==> config.mk <==
export PLATFORM = sky130hd
export DESIGN_NAME = serial_thermometer_sequencer_flat
export DESIGN_NICKNAME = d
export VERILOG_FILES = /design/src/rtl/serial_thermometer_sequencer_if.sv /design/src/rtl/serial_thermometer_sequencer.sv /design/src/flat_wrapper.sv
export SDC_FILE = /design/constraint.sdc
export NUM_CORES = 1
export LEC_CHECK = 0
export CAP_MARGIN = 20
export CORE_MARGIN = 10
export CORE_UTILIZATION = 25
export CTS_BUF_LIST = sky130_fd_sc_hd__clkbuf_4 sky130_fd_sc_hd__clkbuf_8
export DETAILED_ROUTE_END_ITERATION = 8
export PLACE_DENSITY_LB_ADDON = 0.3
export SYNTH_ARGS = -nofsm -noshare
export SYNTH_HDL_FRONTEND = slang
export SYNTH_SLANG_ARGS = --single-unit
==> constraint.sdc <==
create_clock -name clk -period 1.4 [get_ports clk]
set_input_delay 0.42 -clock clk [delete_from_list [all_inputs] [get_ports clk]]
set_output_delay 0.42 -clock clk [all_outputs]
set_load 0.005 [all_outputs]
==> src/rtl/serial_thermometer_sequencer_if.sv <==
// Handshake bundle for the serial thermometer sequencer: word input side,
// serial bit output side, abort and status.
interface serial_thermometer_sequencer_if #(
   parameter int INPUT_WIDTH = 3
);
   logic                   in_valid;
   logic                   in_ready;
   logic [INPUT_WIDTH:0]   binary_in;
   logic                   abort;
   logic                   out_ready;
   logic                   therm_valid;
   logic                   therm_bit;
   logic                   therm_first;
   logic                   therm_last;
   logic                   busy;
   logic                   done;
   logic                   sat_flag;

   modport master (
      output in_valid, binary_in, abort, out_ready,
      input  in_ready, therm_valid, therm_bit, therm_first, therm_last,
             busy, done, sat_flag
   );

   modport slave (
      input  in_valid, binary_in, abort, out_ready,
      output in_ready, therm_valid, therm_bit, therm_first, therm_last,
             busy, done, sat_flag
   );
endinterface

==> src/rtl/serial_thermometer_sequencer.sv <==
// Converts one binary magnitude per transaction into a serial thermometer code,
// MSB first (ones then zeros), with downstream backpressure and synchronous abort.
module serial_thermometer_sequencer #(
   parameter int INPUT_WIDTH = 3
) (
   input  logic                          clk,
   input  logic                          rst,
   serial_thermometer_sequencer_if.slave bus
);

   localparam int THERMO_LEN = (1 << INPUT_WIDTH) - 1;
   localparam logic [INPUT_WIDTH:0]   LEN_W    = (INPUT_WIDTH+1)'(THERMO_LEN);
   localparam logic [INPUT_WIDTH-1:0] LAST_CNT = INPUT_WIDTH'(THERMO_LEN - 1);

   typedef enum logic [1:0] {
      S_IDLE,
      S_SHIFT,
      S_DONE
   } state_t;

   state_t                 state_q, state_d;
   logic [INPUT_WIDTH-1:0] cnt_q, cnt_d;
   logic [INPUT_WIDTH:0]   val_q, val_d;
   logic                   sat_q, sat_d;
   logic                   armed_q, armed_d;

   logic in_ready_c, therm_valid_c, therm_bit_c, therm_first_c, therm_last_c;
   logic busy_c, done_c;

   function automatic logic [INPUT_WIDTH:0] clamp_mag(input logic [INPUT_WIDTH:0] x);
      return (x > LEN_W) ? LEN_W : x;
   endfunction

   function automatic logic over_range(input logic [INPUT_WIDTH:0] x);
      return (x > LEN_W);
   endfunction

   always_ff @(posedge clk or posedge rst) begin
      if (rst) begin
         state_q <= S_IDLE;
         cnt_q   <= '0;
         val_q   <= '0;
         sat_q   <= 1'b0;
         armed_q <= 1'b0;
      end else begin
         state_q <= state_d;
         cnt_q   <= cnt_d;
         val_q   <= val_d;
         sat_q   <= sat_d;
         armed_q <= armed_d;
      end
   end

   // armed_q keeps in_ready low until the first clock edge after reset release.
   always_comb begin
      state_d       = state_q;
      cnt_d         = cnt_q;
      val_d         = val_q;
      sat_d         = sat_q;
      armed_d       = 1'b1;
      in_ready_c    = 1'b0;
      therm_valid_c = 1'b0;
      therm_bit_c   = 1'b0;
      therm_first_c = 1'b0;
      therm_last_c  = 1'b0;
      busy_c        = 1'b0;
      done_c        = 1'b0;

      case (state_q)
         S_IDLE: begin
            in_ready_c = armed_q;
            if (bus.in_valid && armed_q) begin
               val_d   = clamp_mag(bus.binary_in);
               sat_d   = over_range(bus.binary_in);
               cnt_d   = '0;
               state_d = S_SHIFT;
            end
         end
         S_SHIFT: begin
            busy_c        = 1'b1;
            therm_valid_c = 1'b1;
            therm_bit_c   = ({1'b0, cnt_q} < val_q);
            therm_first_c = (cnt_q == '0);
            therm_last_c  = (cnt_q == LAST_CNT);
            if (bus.out_ready) begin
               if (cnt_q == LAST_CNT) state_d = S_DONE;
               else                   cnt_d   = cnt_q + INPUT_WIDTH'(1);
            end
         end
         S_DONE: begin
            busy_c  = 1'b1;
            done_c  = 1'b1;
            state_d = S_IDLE;
         end
         default: state_d = S_IDLE;
      endcase

      // Abort overrides accept, transfer and the DONE exit.
      if (bus.abort) begin
         state_d = S_IDLE;
         cnt_d   = '0;
         sat_d   = 1'b0;
      end
   end

   assign bus.in_ready    = in_ready_c;
   assign bus.therm_valid = therm_valid_c;
   assign bus.therm_bit   = therm_bit_c;
   assign bus.therm_first = therm_first_c;
   assign bus.therm_last  = therm_last_c;
   assign bus.busy        = busy_c;
   assign bus.done        = done_c;
   assign bus.sat_flag    = sat_q;

endmodule

==> src/flat_wrapper.sv <==
// flat-port wrapper written by rule: the top's interface ports become plain ports
module serial_thermometer_sequencer_flat 
#(
   parameter int INPUT_WIDTH = 3
)
  (clk, rst, bus_in_valid, bus_binary_in, bus_abort, bus_out_ready, bus_in_ready, bus_therm_valid, bus_therm_bit, bus_therm_first, bus_therm_last, bus_busy, bus_done, bus_sat_flag);
  serial_thermometer_sequencer_if #(.INPUT_WIDTH(INPUT_WIDTH)) bus_i ();
  input  logic clk;
  input  logic rst;
  input wire logic [$bits(bus_i.in_valid)-1:0] bus_in_valid;
  input wire logic [$bits(bus_i.binary_in)-1:0] bus_binary_in;
  input wire logic [$bits(bus_i.abort)-1:0] bus_abort;
  input wire logic [$bits(bus_i.out_ready)-1:0] bus_out_ready;
  output wire logic [$bits(bus_i.in_ready)-1:0] bus_in_ready;
  output wire logic [$bits(bus_i.therm_valid)-1:0] bus_therm_valid;
  output wire logic [$bits(bus_i.therm_bit)-1:0] bus_therm_bit;
  output wire logic [$bits(bus_i.therm_first)-1:0] bus_therm_first;
  output wire logic [$bits(bus_i.therm_last)-1:0] bus_therm_last;
  output wire logic [$bits(bus_i.busy)-1:0] bus_busy;
  output wire logic [$bits(bus_i.done)-1:0] bus_done;
  output wire logic [$bits(bus_i.sat_flag)-1:0] bus_sat_flag;
  assign bus_i.in_valid = bus_in_valid;
  assign bus_i.binary_in = bus_binary_in;
  assign bus_i.abort = bus_abort;
  assign bus_i.out_ready = bus_out_ready;
  assign bus_in_ready = bus_i.in_ready;
  assign bus_therm_valid = bus_i.therm_valid;
  assign bus_therm_bit = bus_i.therm_bit;
  assign bus_therm_first = bus_i.therm_first;
  assign bus_therm_last = bus_i.therm_last;
  assign bus_busy = bus_i.busy;
  assign bus_done = bus_i.done;
  assign bus_sat_flag = bus_i.sat_flag;
  serial_thermometer_sequencer #(.INPUT_WIDTH(INPUT_WIDTH)) u_core (.clk(clk), .rst(rst), .bus(bus_i));
endmodule
==> flow_metrics.tcl <==
set metrics [dict create \
    rsz0062_at_grt "yes" \
    clock_sinks 11 \
    p_total_mw 1.681 \
    start_util_pct 25.67 \
    final_common_cell "buf_6" \
    hold_ws_ns 0.4328 \
    first_iter_violations 7 \
    syn_nets 87 \
    fin_skew_ns 0.006466 \
    synth-simple-area-share_pct 21.40 \
    ios 17 \
    synth_cells 69 \
    worstSetupStartpointType "flop" \
    dr.pass1.iters 4 \
    p_per_area_nw_per_um2 1271 \
    port_buffers 16 \
    synth_mux_area_share_pct 4.317 \
    dp_hpwl_um 1318 \
    viasPerCell 4.354 \
    drive_gt1_share_pct 57.76 \
    cp_data_arrival_time_ns 1.43 \
    end_kind "primary output" \
    synth_top_family_by_area "simple AND/OR/NAND/NOR gates" \
    numCtsBuffers 3 \
    clk_path_buf_depth 2 \
    cp_max_fo 2 \
    dpl_worst_slack_ns -0.5711 \
    peakVddDrop_v 0.0008980 \
    timing.setup.tns_ns -2.924 \
    fin_ws_ns -0.4503 \
    cts.clk_slew.worst_paths_ns 0.09 \
    final_cells 147 \
    critPathKind "reg2out" \
    cp_data_required_time_ns 0.98 \
    wl_um 1822 \
    max_cap_viol_count 0 \
    yosys.area.top_type_share_pct 39.57 \
    synth_xor_area_share_pct 0 \
    netlist_area_um2 695.7 \
    die_h_um 72.75 \
    drt_drc_violations_left 0 \
    synth-adder-area-share_pct 16.19 \
    yosysWarnings 0 \
    grt_usage_pct 7.565 \
    gr-total-overflow 0 \
    htreeDepth 1 \
    finalNetCount 135 \
    status "complete, but fails checks" \
    grt_max_degree 12 \
    die-area_um2 5293 \
    synth_area_leaders "dfrtp_1 40%, ha_1 16%, mux2i_1 4.3%" \
    cts_root_buf "clkbuf_4" \
    synth.avg_cell_area_um2 10.08 \
    place_area_um2 1032 \
    period_needed_ns 1.850 \
    row_count 19 \
    cts_hold_buf 0 \
    fin_crit_sh_pct 132.2 \
    post-route-util_pct 48.80 \
    grt_pass1_vias 699 \
    ys_types 25 \
    hold_viol_final 0 \
    clock_latency_ns 0.28 \
    n_antenna_cell 0 \
    dp.cells 134 \
    setup_viol 12 \
    p_leak_nw 0.6227 \
    fp.dieW_um 72.75 \
    area_growth_pct 90.11 \
    synth_compound_area_share_pct 13.67 \
    synth_seq_area_share_pct 39.57 \
    fmax_mhz 540.5 \
    drt-wirelength-per-cell_um 12.39 \
    final_cell_mix "17 x buf_6, 15 x buf_4, 11 x dfrtp_1, 8 x clkdlybuf4s50_1" \
    drv_slew 0 \
    yosys_register_bits 11 \
    failed_checks "negative setup slack" \
    cts_tree "yes" \
    final_antenna_net_count 0 \
    place_congestion 0.7901 \
    antenna_found_initial 0 \
    synth_area_leader_cell "dfrtp_1" \
    grt_pass1_wl_um 3208 \
    vias 640 \
    hold_path.class "in2async" \
    design_area_um2 1323 \
    core_um2 2710 \
]
==> timing repair <==
action,in CTS,in global routing
endpoints found under the setup margin,14,13
buffers inserted,6,5
pin swaps,9,10
resized for setup,64,16
==> layer usage <==
metal / share of wire (%) / wire length (um) / up-vias / global-route usage [%]
met5: 0 / 0 / - / 0
met4: 0 / 0 / 0 / 2.532
met3: 5.7 / 103 / 0 / 3.129
met2: 51 / 938 / 11 / 12.62
met1: 43 / 781 / 301 / 8.464
li1: - / - / 328 / -
==> kinds of logic (layout without fill, tap and decap cells) <==
group,count (synthesis),in the layout
flops,11,11
compound gates,12,12
other cells,1,1
fa+ha+maj,9,9
mux,3,3
simple gates,25,25
buf+inv,8,55
==> layout make-up <==
type,instances,area [um^2]
clock buffer,3,22.52
timing repair buffer,43,402.9
inverter,8,32.53
multi-input combinational,50,545.5
clock inverter,1,5.005
fill,268,1388
sequential,11,275.3
tap,31,38.79
==> critical path: stages (launching register included) <==
cell and delay [ns]:
dfrtp_1 0.38, inv_2 0.07, ha_4 0.19, a21o_1 0.18
a21oi_2 0.11, o21a_1 0.12, buf_2 0.10
==> report_power, final <==
group | total [mW] | leakage [nW] | internal, mW | switching, mW
Sequential | 0.416 | 0.139 | 0.380 | 0.0364
Combinational | 1.03 | 0.466 | 0.607 | 0.420
Clock | 0.238 | 0.0177 | 0.106 | 0.132
Total | 1.68 | 0.623 | 1.09 | 0.588
==> worst paths after layout <==
| path | from | to | slack, ns | cells after the start |
|---|---|---|---|---|
| max reg2reg | u_core.state_q[1]$_DFFE_PP0P_ | u_core.cnt_q[1]$_DFFE_PP0P_ | -0.22 | 9 |
| min reg2reg | u_core.val_q[0]$_DFFE_PP0P_ | u_core.val_q[0]$_DFFE_PP0P_ | 0.50 | 2 |
| max in group asynchronous | rst | u_core.state_q[0]$_DFFE_PP0P_ | 0.66 | 2 |
| min in group clk | u_core.val_q[0]$_DFFE_PP0P_ | u_core.val_q[0]$_DFFE_PP0P_ | 0.50 | 2 |
| min | rst | u_core.armed_q$_DFF_PP0_ | 0.43 | 2 |
| max | u_core.val_q[1]$_DFFE_PP0P_ | bus_therm_bit | -0.45 | 6 |
==> flip-flops by register name, indices dropped and copies added (netlist names) <==
name and flops:
u_core.cnt_q 3, u_core.val_q 4, u_core.bus.sat_flag 1, u_core.armed_q 1, u_core.state_q 2
==> synthesized netlist by cell type <==
library cell,n
o21ai_0,2
a21oi_1,4
dfrtp_1,11
and2_1,2
o221ai_1,1
o21a_1,2
and2b_2,1
nand3_1,1
ha_1,9
mux2i_1,3
nor3_1,3
nand2b_4,1
nand2_1,7
nor2b_1,1
o2bb2ai_4,1
and3_1,2
nor2_1,3
inv_1,8
nor3_4,1
nand2b_1,1
conb_1,1
or3_2,1
nand3b_1,1
o22ai_1,1
a21o_1,1
No activity file was read; power rests on OpenSTA's default activity.
